File: config.mk
export PLATFORM = sky130hd
export DESIGN_NAME = rv32v_mem_lane_sequencer
export DESIGN_NICKNAME = d
export VERILOG_FILES = /design/src/rtl/rv32v_mem_lane_sequencer.sv
export SDC_FILE = /design/constraint.sdc
export NUM_CORES = 1
export LEC_CHECK = 0
export BUFFER_PORTS_ARGS = -buffer_cell sky130_fd_sc_hd__buf_2
export CAP_MARGIN = 20
export CORE_UTILIZATION = 48
export DETAILED_ROUTE_END_ITERATION = 7
export GPL_TIMING_DRIVEN = 0
export MAX_ROUTING_LAYER = met4
export PLACE_DENSITY = 0.78
export SYNTH_ARGS = -nofsm -noshare
export SYNTH_HDL_FRONTEND = slang
export SYNTH_SLANG_ARGS = --single-unit
File: constraint.sdc
create_clock -name CLK -period 3.15 [get_ports CLK]
set_input_delay 0.315 -clock CLK [delete_from_list [all_inputs] [get_ports CLK]]
set_output_delay 0.315 -clock CLK [all_outputs]
set_load 0.005 [all_outputs]
File: src/rtl/rv32v_mem_lane_sequencer.sv
// rtl/rv32v_mem_lane_sequencer.sv - serialises a two-lane vector load/store beat onto one memory port
module rv32v_mem_lane_sequencer #(
    parameter int OFF_W   = 5,
    parameter int TIMEOUT = 64
) (
    input  logic             CLK,
    input  logic             RST,
    input  logic             load_ena,
    input  logic             store_ena,
    input  logic [1:0]       wen,
    input  logic [31:0]      aluresult0,
    input  logic [31:0]      aluresult1,
    input  logic [31:0]      storedata0,
    input  logic [31:0]      storedata1,
    input  logic [1:0]       eew,
    input  logic [OFF_W-1:0] woffset0,
    input  logic [OFF_W-1:0] woffset1,
    output logic             mem_ren,
    output logic             mem_wen,
    output logic [31:0]      mem_addr,
    output logic [31:0]      mem_wdata,
    output logic [3:0]       mem_byte_en,
    input  logic [31:0]      mem_rdata,
    input  logic             mem_ack,
    output logic             busy,
    output logic             done,
    output logic [31:0]      rdata0,
    output logic [31:0]      rdata1,
    output logic [1:0]       wen_out,
    output logic [OFF_W-1:0] woffset0_out,
    output logic [OFF_W-1:0] woffset1_out,
    output logic [1:0]       err
);
    localparam int CNT_W = (TIMEOUT > 1) ? $clog2(TIMEOUT) : 1;

    typedef enum logic [1:0] {IDLE, LANE0, LANE1, DONE} state_t;

    state_t           state, state_nxt;
    logic             is_load;
    logic [1:0]       wen_q, eew_q;
    logic [31:0]      addr0_q, addr1_q, data0_q, data1_q;
    logic [CNT_W-1:0] wait_cnt;

    logic        start, lane_active, lane_idx, misaligned, req, timed_out, lane_end;
    logic [31:0] lane_addr, lane_data, rdata_shift, load_val, wdata_rep;
    logic [3:0]  be;

    assign start = (state == IDLE) && (load_ena || store_ena) && (wen != 2'b00);

    always_comb begin
        lane_active = (state == LANE0) || (state == LANE1);
        lane_idx    = (state == LANE1);
        lane_addr   = lane_idx ? addr1_q : addr0_q;
        lane_data   = lane_idx ? data1_q : data0_q;
        rdata_shift = mem_rdata >> {lane_addr[1:0], 3'b000};
        case (eew_q)
            2'b00: begin
                misaligned = 1'b0;
                be         = 4'b0001 << lane_addr[1:0];
                wdata_rep  = {4{lane_data[7:0]}};
                load_val   = {24'd0, rdata_shift[7:0]};
            end
            2'b01: begin
                misaligned = lane_addr[0];
                be         = 4'b0011 << {lane_addr[1], 1'b0};
                wdata_rep  = {2{lane_data[15:0]}};
                load_val   = {16'd0, rdata_shift[15:0]};
            end
            default: begin
                misaligned = |lane_addr[1:0];
                be         = 4'b1111;
                wdata_rep  = lane_data;
                load_val   = mem_rdata;
            end
        endcase
        req       = lane_active && !misaligned;
        // The abort fires in the last allowed wait cycle, so the request is seen for exactly TIMEOUT cycles
        timed_out = (TIMEOUT != 0) && (int'(wait_cnt) == TIMEOUT - 1) && !mem_ack;
        lane_end  = lane_active && (misaligned || mem_ack || timed_out);

        mem_ren     = req && is_load && !mem_ack;
        mem_wen     = req && !is_load && !mem_ack;
        mem_addr    = req ? {lane_addr[31:2], 2'b00} : 32'd0;
        mem_byte_en = req ? be : 4'd0;
        mem_wdata   = (req && !is_load) ? wdata_rep : 32'd0;
        busy        = (state != IDLE);
        done        = (state == DONE);
    end

    always_comb begin
        state_nxt = state;
        case (state)
            IDLE:    if (start) state_nxt = wen[0] ? LANE0 : LANE1;
            LANE0:   if (lane_end) state_nxt = wen_q[1] ? LANE1 : DONE;
            LANE1:   if (lane_end) state_nxt = DONE;
            default: state_nxt = IDLE;
        endcase
    end

    always_ff @(posedge CLK) begin
        if (RST) begin
            state        <= IDLE;
            is_load      <= 1'b0;
            wen_q        <= 2'b00;
            eew_q        <= 2'b00;
            addr0_q      <= 32'd0;
            addr1_q      <= 32'd0;
            data0_q      <= 32'd0;
            data1_q      <= 32'd0;
            wait_cnt     <= '0;
            rdata0       <= 32'd0;
            rdata1       <= 32'd0;
            wen_out      <= 2'b00;
            woffset0_out <= '0;
            woffset1_out <= '0;
            err          <= 2'b00;
        end else begin
            state <= state_nxt;
            if (start) begin
                is_load      <= load_ena;
                wen_q        <= wen;
                eew_q        <= eew;
                addr0_q      <= aluresult0;
                addr1_q      <= aluresult1;
                data0_q      <= storedata0;
                data1_q      <= storedata1;
                rdata0       <= 32'd0;
                rdata1       <= 32'd0;
                wen_out      <= wen;
                woffset0_out <= woffset0;
                woffset1_out <= woffset1;
                err          <= 2'b00;
            end
            if (misaligned && lane_active || req && timed_out)
                err[lane_idx] <= 1'b1;
            if (req && mem_ack && is_load) begin
                if (lane_idx) rdata1 <= load_val;
                else          rdata0 <= load_val;
            end
            if (!lane_active || lane_end) wait_cnt <= '0;
            else                          wait_cnt <= wait_cnt + CNT_W'(1);
        end
    end
endmodule
==> metrics.md, run 1 <==
| Metric | Value |
|---|---|
| Status | `completed` |
| Critical-path top delay cell | `dfxtp_1` |
| Routed WL | `between 30000 and 40000 µm` |
| Crit-path cells | `inv_1 -> ha_1 -> buf_4 -> mux2i_4 -> buf_4 -> buf_4 -> buf_4 -> xnor2_1 -> nand2_1 -> a21boi_2 -> buf_2` |
| Max FO, Critical Path | `10` |
| Leak pwr | `5.365 nW` |
| Synth async-reset ratio | `0%` |
| Placed Cells incl. Taps | `1851` |
| CTS root buffer | `clkbuf_16` |
| Drt via density | `roughly 5.7` |
| CTS buffer count | `24` |
| Data required time at the worst endpoint | `2.83 ns` |
| WP buf/inv | `6` |
| Crit end category | `output port` |
| Avg Cell Area, Syn | `7.845 µm²` |
| Dpl cell area | `approximately 12000 µm²` |
| DRC | `0` |
| Leading cell type in the layout, fill and taps excluded | `buf_2` |
| Largest family of logic cells by synthesized area | `simple AND/OR/NAND/NOR gates` |
| FF-to-FF path depth | `8` |
| Slowest stage delay, CP | `0.33 ns` |
| Net Sw Frac | `39.69%` |
| Worst Tran Pin Value | `0.9540 ns` |
| Clock transition at path regs | `0.06 ns` |
| Crit path from | `state[0]` |
| Total Nets Final | `between 1500 and 2000` |
| Sequential share of the synthesized area | `approximately 44%` |
| Final hold vios | `0` |
| Area fraction in compound gates after synthesis | `19.67%` |
| Power share of the clock group | `27.8%` |
| Hold/Removal Path Class | `in2reg` |
| Starting Density | `about 49%` |
| Finished Core Util | `64.58%` |
| Max IR drop VDD | `0.0005709 V` |
| Most frequent CP cell | `buf_4` |
| CTS Buffer Depth | `3` |
| Sw power | `0.004111 W` |
| Xor-xnor portion of the synthesized cell area | `less than 1%` |
| Total GRT Usage | `34.44%` |
| Site Rows | `between 50 and 60` |
| Post-Syn Area | `9846 µm²` |
| Max_cap viols | `0` |
| Synth area leader | `dfxtp_1` |
| Worst Setup Start Kind | `register` |
| Final setup viols | `0` |
| Final instance area | `between 10000 and 15000 µm²` |
| Commonest non-fill, non-tap cells in the layout | `buf_2 (337), nand2_1 (303), dfxtp_1 (217), a21oi_1 (200), clkbuf_1 (79)` |
| Detailed-router iteration count before antenna repair | `5` |
| Synth top area share | `around 44%` |
| CTS tree | `built` |
| Via count | `10839` |
| First-pass GRT wire length | `55390 µm` |
| Leading post-synthesis cells by cell area | `dfxtp_1 (44%), nand2_1 (12%), a21oi_1 (10%)` |
| Mux share of post-synthesis cell area | `7.002%` |
| Yosys reg bits | `217` |
| Core box area | `20170 µm²` |
| Internal power | `0.006245 W` |
| Area Overhead vs Synth | `32.29%` |
| DP HPWL | `between 20000 and 30000 µm` |
| Die height | `145.2 µm` |
| Setup slack, reg-to-reg | `0.23 ns` |
| Port bufs | `325` |
| Sink Count | `217` |
| Post-synth EDFFs | `0` |
| Critical path data arrival time | `between 2 and 3 ns` |
| Initial antenna violation count | `5` |
| YS warnings | `0` |
| Initial DRC count | `858` |
| Tmin final | `3.124 ns` |
| Crit path capture | `mem_byte_en[3]` |
| Post-route ant nets | `0` |
| R2R Path End | `addr0_q[16]` |
| Slew Viols, Final | `0` |
| Delay-heaviest family, CP | `buffers and inverters` |
| Max H-tree Level | `1` |
| Logic pwr share | `roughly two fifths` |
| RSZ-0062 raised after global routing | `true` |
| Pre-CTS WS | `-0.03459 ns` |
| Mapped Cells | `1255` |
| Ys flop type | `dfxtp_1` |
| Grt ovf | `0` |
| GPL Wtd Cong | `~0.95` |
| Die X | `about 150 µm` |
| Crit path kind | `reg2out` |
| Post-synthesis simple-gate area fraction | `22.49%` |
| Final Power | `a little over 0.01 W` |
| Sequential share of power | `between 30% and 40%` |
| F_max | `320.1 MHz` |
| CP Depth | `11` |
| Top Ports | `roughly 330` |
| Post-Layout Cell Count | `1906` |
| Pwr dens | `slightly below 800 nW/µm²` |
| Vias in the first global route | `roughly 10000` |
| PnR worst setup slack | `0.02606 ns` |
| Worst slew margin | `35.97%` |
| Clk_lat worst skew | `roughly 0.52 ns` |
| Largest net degree at the start of global routing | `14` |
| Layout cells sized above 1 | `between 20 and 30%` |
| Reg-to-Reg Start | `state[1]` |
| Adder and majority gate portion of the synthesized area | `0.6354%` |
| Die area | `21090 µm²` |
| Worst Clk Skew | `0.01043 ns` |
| Unique masters post-synth | `between 40 and 50` |
| Crit share post-route | `about 100%` |
| DR WL/cell | `19.01 µm` |
[timing repair]
item                                    4_1_cts  5_1_grt
setup buffers                                 2        5
cloned                                        0        0
endpoints found under the setup margin       64       26
pin swaps                                     0        3
hold buffers                                  0        0
resized for setup                            54       19
[logic make-up after synthesis]
group | Yosys count
AOI/OAI and AO/OA | 325
xor gates and xnor gates | 7
adders and majority gates | 5
buffers and inverters | 126
DFF | 217
muxes | 66
other | 1
and+or+nand+nor | 508
[worst reg2reg max path, cell delays in order, from the launching register on]
cell and delay, ns:
dfxtp_1 0.38, inv_1 0.09, ha_1 0.26, o21a_1 0.17
o21ai_1 0.52, clkbuf_1 0.62, clkbuf_1 0.48, nand2_1 0.13
a21oi_1 0.20
[worst min path at each step]
stage | from | endpoint | cells after the start
4_1_cts | storedata1[1] | data1_q[1] | 3
3_3_place_gp | wait_cnt[0] | wait_cnt[0] | 1
6_report | woffset1[2] | woffset1_out[2] | 3
2_1_floorplan | wait_cnt[0] | wait_cnt[0] | 1
5_1_grt | aluresult1[29] | addr1_q[29] | 3
3_5_place_dp | wait_cnt[0] | wait_cnt[0] | 1
[state kept, by name, indices dropped and copies added, names as in the netlist]
name and flops:
addr0_q 32, addr1_q 32, data0_q 32, data1_q 32
rdata0 32, rdata1 32, wait_cnt 6, woffset0_out 5
woffset1_out 5, eew_q 2, err 2, state 2
wen_q 2, is_load 1
[power by group through the flow]
| stage | clock (W) | sequential, W | combinational [W] |
|---|---|---|---|
| finish | 0.00288 | 0.00330 | 0.00418 |
| global route | 0.00301 | 0.00333 | 0.00450 |
| CTS | 0.00288 | 0.00329 | 0.00402 |
| detailed placement | 0 | 0.00332 | 0.00373 |
| global placement | 0 | 0.00331 | 0.00367 |
| floorplan | 0 | 0.00328 | 0.00242 |
[area by class of cell]
type	instances	area [µm²]
diodes	6	15.01
plain buffers	119	545.5
clock buffers	29	639.4
clock inverters	14	163.9
fillers	1777	7144
inverters	6	22.52
multi-input cells	913	5278
flip-flops and latches	217	4344
well taps	270	337.8
repair buffers	332	1679
[metrics by stage]
stage | TNS (ns) | hold slack (ns)
after global routing | -0.1195 | 0.02444
after floorplan | 0 | 0.4175
after global placement | 0 | 0.4279
after CTS | 0 | 0.01865
after detailed placement | -0.03804 | 0.4433
final | 0 | 0.02718
[layer usage]
layer	vias up	share of wire, %	track usage [%]
met5	-	0	-
met3	118	8.6	5.377
met1	5068	39	40.98
li1	5057	-	-
met2	596	48	57.24
met4	0	4.5	15.84
[synth_stat cells, types with 2 or more instances]
library cell,n
a211oi_1,40
a21oi_1,200
a311oi_1,24
a32oi_1,8
and2_1,8
and3_1,3
buf_1,13
buf_2,15
buf_4,11
clkbuf_1,81
dfxtp_1,217
ha_1,5
inv_1,6
mux2_2,16
mux2i_1,48
nand2_1,303
nand2b_1,4
nand3_1,68
nand4b_1,16
nor2_1,70
nor2b_1,26
nor3_1,2
o211ai_1,3
o21a_1,2
o21ai_0,17
o21ai_1,2
o21bai_1,8
o221a_2,2
o221ai_1,3
o22ai_1,10
xnor2_1,4
xor2_1,3
(Power assumes the default switching activity.)
==> inputs of run 2 (changes only) <==
--- a/config.mk
+++ b/config.mk
@@ -5,13 +5,14 @@
 export SDC_FILE = /design/constraint.sdc
 export NUM_CORES = 1
 export LEC_CHECK = 0
+export ABC_AREA = 1
 export BUFFER_PORTS_ARGS = -buffer_cell sky130_fd_sc_hd__buf_2
 export CAP_MARGIN = 20
 export CORE_UTILIZATION = 48
 export DETAILED_ROUTE_END_ITERATION = 7
 export GPL_TIMING_DRIVEN = 0
 export MAX_ROUTING_LAYER = met4
-export PLACE_DENSITY = 0.78
+export PLACE_DENSITY = 0.77
 export SYNTH_ARGS = -nofsm -noshare
 export SYNTH_HDL_FRONTEND = slang
 export SYNTH_SLANG_ARGS = --single-unit
==> run 2 against run 1 <==
Net effect:
- combinational power is 6.7% higher
- design area is 1.6% higher
- first-iteration DRC count rose by 15%
- setup slack improved by 0.050 ns
- sequential cell count is the same
- count of clock-buffer cells in the layout is 5 higher
- critical path type unchanged
- largest power group unchanged
- highest routed layer unchanged
==> metrics.md, run 2 <==
| Metric | Value |
|---|---|
| Pwr dens | `821.1 nW/µm²` |
| DR WL/cell | `17.80 µm` |
| Post-synth EDFFs | `0` |
| Synth area leader | `dfxtp_1` |
| Detailed-router iteration count before antenna repair | `6` |
| Final setup viols | `0` |
| Total Nets Final | `2113` |
| Max FO, Critical Path | `10` |
| Max IR drop VDD | `0.0004853 V` |
| Avg Cell Area, Syn | `6.593 µm²` |
| DP HPWL | `30280 µm` |
| Area fraction in compound gates after synthesis | `17.38%` |
| Worst Tran Pin Value | `0.7175 ns` |
| Max H-tree Level | `1` |
| Initial DRC count | `slightly below 1000` |
| Sink Count | `217` |
| Synth cell count leaders | `nor2_1 (342), nand2_1 (295), dfxtp_1 (217)` |
| Largest net degree at the start of global routing | `14` |
| CTS Buffer Depth | `3` |
| Slew Viols, Final | `0` |
| GPL Wtd Cong | `0.9503` |
| F_max | `325.3 MHz` |
| RSZ-0062 raised after global routing | `true` |
| Final hold vios | `0` |
| Adder and majority gate portion of the synthesized area | `less than 1%` |
| CTS root buffer | `clkbuf_16` |
| YS warnings | `0` |
| Leak pwr | `6.058 nW` |
| Worst Setup Start Kind | `register` |
| Crit path kind | `reg2out` |
| Die height | `149.1 µm` |
| Post-Layout Cell Count | `2226` |
| Worst slew margin | `52.17%` |
| Crit end category | `output port` |
| Unique masters post-synth | `37` |
| Area Overhead vs Synth | `27.50%` |
| Largest family of logic cells by synthesized area | `simple AND/OR/NAND/NOR gates` |
| Xor-xnor portion of the synthesized cell area | `0%` |
| Routed WL | `39620 µm` |
| Yosys reg bits | `217` |
| Placed Cells incl. Taps | `2177` |
| Hold/Removal Path Class | `in2reg` |
| Leading post-synthesis cells by cell area | `dfxtp_1 (42%), nor2_1 (12%), nand2_1 (11%)` |
| Total GRT Usage | `35.30%` |
| Sequential share of the synthesized area | `a little over two fifths` |
| Die area | `22220 µm²` |
| Layout cells sized above 1 | `22.96%` |
| Final Hold Slack | `0.02933 ns` |
| CTS buffer count | `24` |
| DRC | `0` |
| Grt ovf | `0` |
| Min-Delay Path Depth | `3` |
| Most common cell in the netlist | `nor2_1` |
| Leading cell type in the layout, fill and taps excluded | `buf_2` |
| Synth async-reset ratio | `0%` |
| Post-synthesis simple-gate area fraction | `a little under a third` |
| Ys flop type | `dfxtp_1` |
| FF-to-FF path depth | `9` |
| Top Ports | `329` |
| Port bufs | `326` |
| Mux share of post-synthesis cell area | `0.4820%` |
| Max_cap viols | `0` |
| Finished Core Util | `62.78%` |
| Commonest non-fill, non-tap cells in the layout | `buf_2 (359), nor2_1 (342), nand2_1 (294), dfxtp_1 (216), o21ai_0 (201)` |
| Clk_lat worst skew | `0.54 ns` |
| Status | `completed` |
| Drt via density | `5.408` |
| CTS tree | `built` |
| Die X | `149.1 µm` |
| Mapped Cells | `1575` |
| Final Power | `0.01087 W` |
| Crit share post-route | `97.58%` |
| Pre-CTS WS | `between 0.4 and 0.5 ns` |
| Core box area | `21090 µm²` |
| Critical path data arrival time | `2.76 ns` |
| First-pass GRT wire length | `58420 µm` |
| Post-route ant nets | `0` |
| Starting Density | `approximately half` |
| CTS Hold Bufs | `0` |
| Data required time at the worst endpoint | `2.83 ns` |
| Synth top area share | `approximately two fifths` |
| PnR worst setup slack | `0.07608 ns` |
| Site Rows | `53` |
| Tmin final | `3.074 ns` |
| Worst Clk Skew | `0.009654 ns` |
| Clock transition at path regs | `0.06 ns` |
| Vias in the first global route | `11026` |
| Initial antenna violation count | `2` |
| Via count | `12038` |
| Post-Syn Area | `10380 µm²` |
[run 2: cell types whose count changed in the layout (fill, tap and decap cells not counted), sizes merged, moves of 8 or more]
cell	previous run	this run
a211oi	40	1
nor2	70	346
nor2b	26	0
nand3	68	126
a21oi	200	115
o21ai	19	214
a311oi	24	0
inv	7	90
a32oi	8	0
mux2	17	0
o21bai	8	0
nand4b	16	0
and2	8	0
mux2i	49	5
[run 2: worst paths after layout]
check	start	to	slack [ns]
max	state[0]	mem_wdata[10]	0.08
min	aluresult1[8]	addr1_q[8]	0.03
max reg2reg	state[1]	addr0_q[31]	0.78
min reg2reg	wait_cnt[0]	wait_cnt[0]	0.45
[run 2: cells by family (layout without fill, tap and decap cells)]
kind of cell             after synthesis  count (layout)
AO/OA/AOI/OAI                        349             349
buffers and inverters                211             582
adder cells (fa/ha/maj)                5               5
multiplexers                           5               5
other                                  1               6
AND/OR/NAND/NOR                      787             787
flip-flops                           217             217
[run 2: layer usage]
| layer | vias to the layer above | track usage (%) | share of wire [%] | wire length, µm |
|---|---|---|---|---|
| li1 | 5810 | - | - | - |
| met1 | 5491 | 44.41 | 40 | 15920 |
| met2 | 635 | 54.88 | 46 | 18390 |
| met3 | 102 | 5.841 | 9.4 | 3712 |
| met4 | 0 | 17.24 | 4.0 | 1598 |
| met5 | - | - | 0 | 0 |
[run 2: layout make-up]
cell class                      instances  area (µm²)
Antenna cell                            4       10.01
Buffer                                120       553.0
Clock buffer                           34       698.2
Clock inverter                         10       113.9
Fill cell                            2038        7849
Inverter                               90       342.8
Multi-Input combinational cell       1148        5185
Sequential cell                       217        4345
Tap cell                              275       344.1
Timing Repair Buffer                  328        1647
[run 2: stage by stage]
stage,setup TNS (ns),instance area [µm²]
CTS,-0.06781,13190
global route,-0.1159,13230
global placement,0,12360
finish,0,13240
floorplan,0,10390
detailed placement,0,12360
[run 2: repair_timing]
item / in CTS / in global routing
pin swaps: 0 / 1
resized for setup: 4 / 18
setup endpoints to repair: 8 / 49
gates cloned: 0 / 0
setup buffers: 0 / 2
[run 2: critical path: stages (launching register included)]
cell and delay [ns]:
dfxtp_2 0.36, inv_1 0.07, ha_1 0.20, buf_6 0.14
buf_2 0.20, buf_2 0.20, o21ai_0 0.36, nor2_1 0.12
nor3_1 0.38, buf_2 0.19
[run 2: where the power goes]
part           switching (W)  internal [W]
Combinational        0.00310       0.00136
Sequential          0.000270       0.00326
Clock                0.00117       0.00171
==> inputs of run 3 (changes only) <==
--- a/config.mk
+++ b/config.mk
@@ -6,13 +6,13 @@
 export NUM_CORES = 1
 export LEC_CHECK = 0
 export ABC_AREA = 1
-export BUFFER_PORTS_ARGS = -buffer_cell sky130_fd_sc_hd__buf_2
 export CAP_MARGIN = 20
 export CORE_UTILIZATION = 48
 export DETAILED_ROUTE_END_ITERATION = 7
+export DONT_BUFFER_PORTS = 1
 export GPL_TIMING_DRIVEN = 0
 export MAX_ROUTING_LAYER = met4
-export PLACE_DENSITY = 0.77
+export PLACE_DENSITY = 0.64
 export SYNTH_ARGS = -nofsm -noshare
 export SYNTH_HDL_FRONTEND = slang
 export SYNTH_SLANG_ARGS = --single-unit
==> run 3 against run 2 <==
Net effect:
- worst hold slack lost 0.023 ns
- clock power fell by 4%
- via count decreased by 7.3%
- non-clock buffer count fell by 212
==> metrics.md, run 3 (synthesis results as in run 2) <==
| Metric | Value |
|---|---|
| Clk_lat worst skew | `0.53 ns` |
| Area Overhead vs Synth | `21.99%` |
| Data required time at the worst endpoint | `2.83 ns` |
| Crit end category | `output port` |
| Initial antenna violation count | `0` |
| Worst Setup Start Kind | `register` |
| Clock transition at path regs | `0.06 ns` |
| Grt ovf | `0` |
| Die X | `149.1 µm` |
| FF-to-FF path depth | `9` |
| DR WL/cell | `just under 20 µm` |
| Tmin final | `3.105 ns` |
| F_max | `~320 MHz` |
| Vias in the first global route | `10524` |
| CTS tree | `built` |
| CTS Buffer Depth | `3` |
| Initial DRC count | `812` |
| Fin Setup TNS | `0 ns` |
| GPL Wtd Cong | `around 1` |
| First-pass GRT wire length | `approximately 58000 µm` |
| Sequential share of power | `34.0%` |
| Drt via density | `approximately 5.6` |
| Final Hold Slack | `0.006425 ns` |
| Min-Delay Path Depth | `2` |
| Post-CTS Repair Setup Buffers | `0` |
| Top Ports | `329` |
| Die area | `~22000 µm²` |
| Core box area | `around 21000 µm²` |
| WP buf/inv | `4` |
| Pwr dens | `between 800 and 900 nW/µm²` |
| Worst Tran Pin Value | `0.6649 ns` |
| Reg-to-Reg Start | `state[0]` |
| Total GRT Usage | `about a third` |
| DP HPWL | `28040 µm` |
| Crit-path cells | `inv_1 -> ha_1 -> buf_6 -> buf_2 -> buf_2 -> o21ai_0 -> nor2_1 -> nor4_1` |
| Critical-path top delay cell | `nor4_1` |
| Max_cap viols | `0` |
| Largest net degree at the start of global routing | `13` |
| CTS buffer count | `24` |
| Worst slew margin | `55.67%` |
| Commonest non-fill, non-tap cells in the layout | `nor2_1 (342), nand2_1 (295), dfxtp_1 (217), o21ai_0 (202), nand3_1 (124)` |
| Status | `completed` |
| R2R Path End | `data1_q[15]` |
| RSZ-0062 raised after global routing | `false` |
| Sw power | `0.004393 W` |
| Critical path data arrival time | `2.79 ns` |
| Delay-heaviest family, CP | `simple AND/OR/NAND/NOR gates` |
| Power share of the clock group | `26.5%` |
| Slew Viols, Final | `0` |
| Die height | `149.1 µm` |
| Routed WL | `a little under 40000 µm` |
| Post-route ant nets | `0` |
| Port bufs | `0` |
| CTS root buffer | `clkbuf_16` |
| DRC | `0` |
| Site Rows | `53` |
| Crit share post-route | `98.57%` |
| Worst Clk Skew | `0.01902 ns` |
| Crit path kind | `reg2out` |
| Slowest stage delay, CP | `0.56 ns` |
| Max H-tree Level | `1` |
| Net Sw Frac | `roughly 42%` |
| Max FO, Critical Path | `10` |
| Detailed-router iteration count before antenna repair | `5` |
| Final hold vios | `0` |
| Final setup viols | `0` |
| Total Nets Final | `1901` |
| Leading cell type in the layout, fill and taps excluded | `nor2_1` |
| Hold Path End | `data0_q[23]` |
| Layout cells sized above 1 | `roughly 5.9%` |
| ANT cells | `0` |
| Internal power | `0.006054 W` |
| Setup slack, reg-to-reg | `between 0.7 and 0.8 ns` |
| Leak pwr | `4.975 nW` |
| Starting Density | `49.24%` |
| Via count | `11162` |
| Hold path startpoint | `storedata0[23]` |
| Logic pwr share | `about two fifths` |
| Sink Count | `around 220` |
| Hold/Removal Path Class | `in2reg` |
| Most frequent CP cell | `buf_2` |
| Max IR drop VDD | `0.0005123 V` |
-- run 3: changes by cell type in the layout (fill, tap and decap cells not counted), moves of 2 or more --
cell and change:
diode_2 -4, buf_4 -2, dlygate4sd3_1 +115, o22ai_1 +2, clkbuf_8 -3, o22ai_2 -2
clkbuf_2 -2, clkinv_2 -5, clkbuf_1 +9, buf_2 -327
-- run 3: metrics by stage --
| stage | utilization [%] | std cells | power, W | instance area, µm² | setup WS (ns) |
|---|---|---|---|---|---|
| 3_3_place_gp | 50.89 | 1851 | 0.007421 | 10730 | 0.4988 |
| 5_1_grt | 60.07 | 2006 | 0.01107 | 12670 | 0.004705 |
| 3_5_place_dp | 50.89 | 1851 | 0.007476 | 10730 | 0.4786 |
| 2_1_floorplan | - | 1576 | 0.006254 | 10390 | 1.104 |
| 6_report | 60.07 | 2006 | 0.01045 | 12670 | 0.04490 |
| 4_1_cts | 59.97 | 2006 | 0.01036 | 12650 | 0.01330 |
-- run 3: worst max path at each step --
stage / to / cells after the start / startpoint
floorplan: mem_wdata[12] / 13 / state[0]
global placement: mem_wdata[27] / 8 / state[0]
detailed placement: mem_wdata[27] / 8 / state[0]
CTS: mem_addr[20] / 9 / state[0]
global route: mem_addr[20] / 9 / state[0]
finish: mem_wdata[26] / 8 / state[0]
-- run 3: final cells by class --
cell class                 count  area (µm²)
buffer                       121       553.0
fill                        2022        8421
sequential                   217        4344
multi-input combinational   1148        5175
timing repair buffer         115        1151
clock buffer                  36       675.6
clock inverter                 4       81.33
inverter                      90       342.8
tap                          275       344.1
-- run 3: repair_timing --
action | in CTS | in global routing
endpoints found under the setup margin | 1 | 32
hold buffers | 115 | 0
endpoints found under the hold margin | 115 | 0
resized for setup | 1 | 11
-- run 3: worst reg2reg max path, delay by kind of cell (launching register included) --
kind,cells,cell delay [ns]
AND/OR/NAND/NOR,2,0.24
flip-flops,1,0.39
AO/OA/AOI/OAI,2,0.42
buffers and inverters,4,1.09
adder cells (fa/ha/maj),1,0.24
-- run 3: per-layer routing --
layer | share of wire [%] | GRT usage, %
met4 | 3.7 | 13.42
met3 | 10 | 8.838
met2 | 47 | 56.28
met1 | 39 | 41.86
met5 | 0 | -
-- run 3: power groups by stage --
| stage | sequential [W] | clock, W | combinational, W |
|---|---|---|---|
| floorplan | 0.00352 | 0 | 0.00273 |
| finish | 0.00356 | 0.00277 | 0.00412 |
| detailed placement | 0.00360 | 0 | 0.00388 |
| global placement | 0.00358 | 0 | 0.00384 |
| CTS | 0.00354 | 0.00280 | 0.00402 |
| global route | 0.00361 | 0.00290 | 0.00455 |
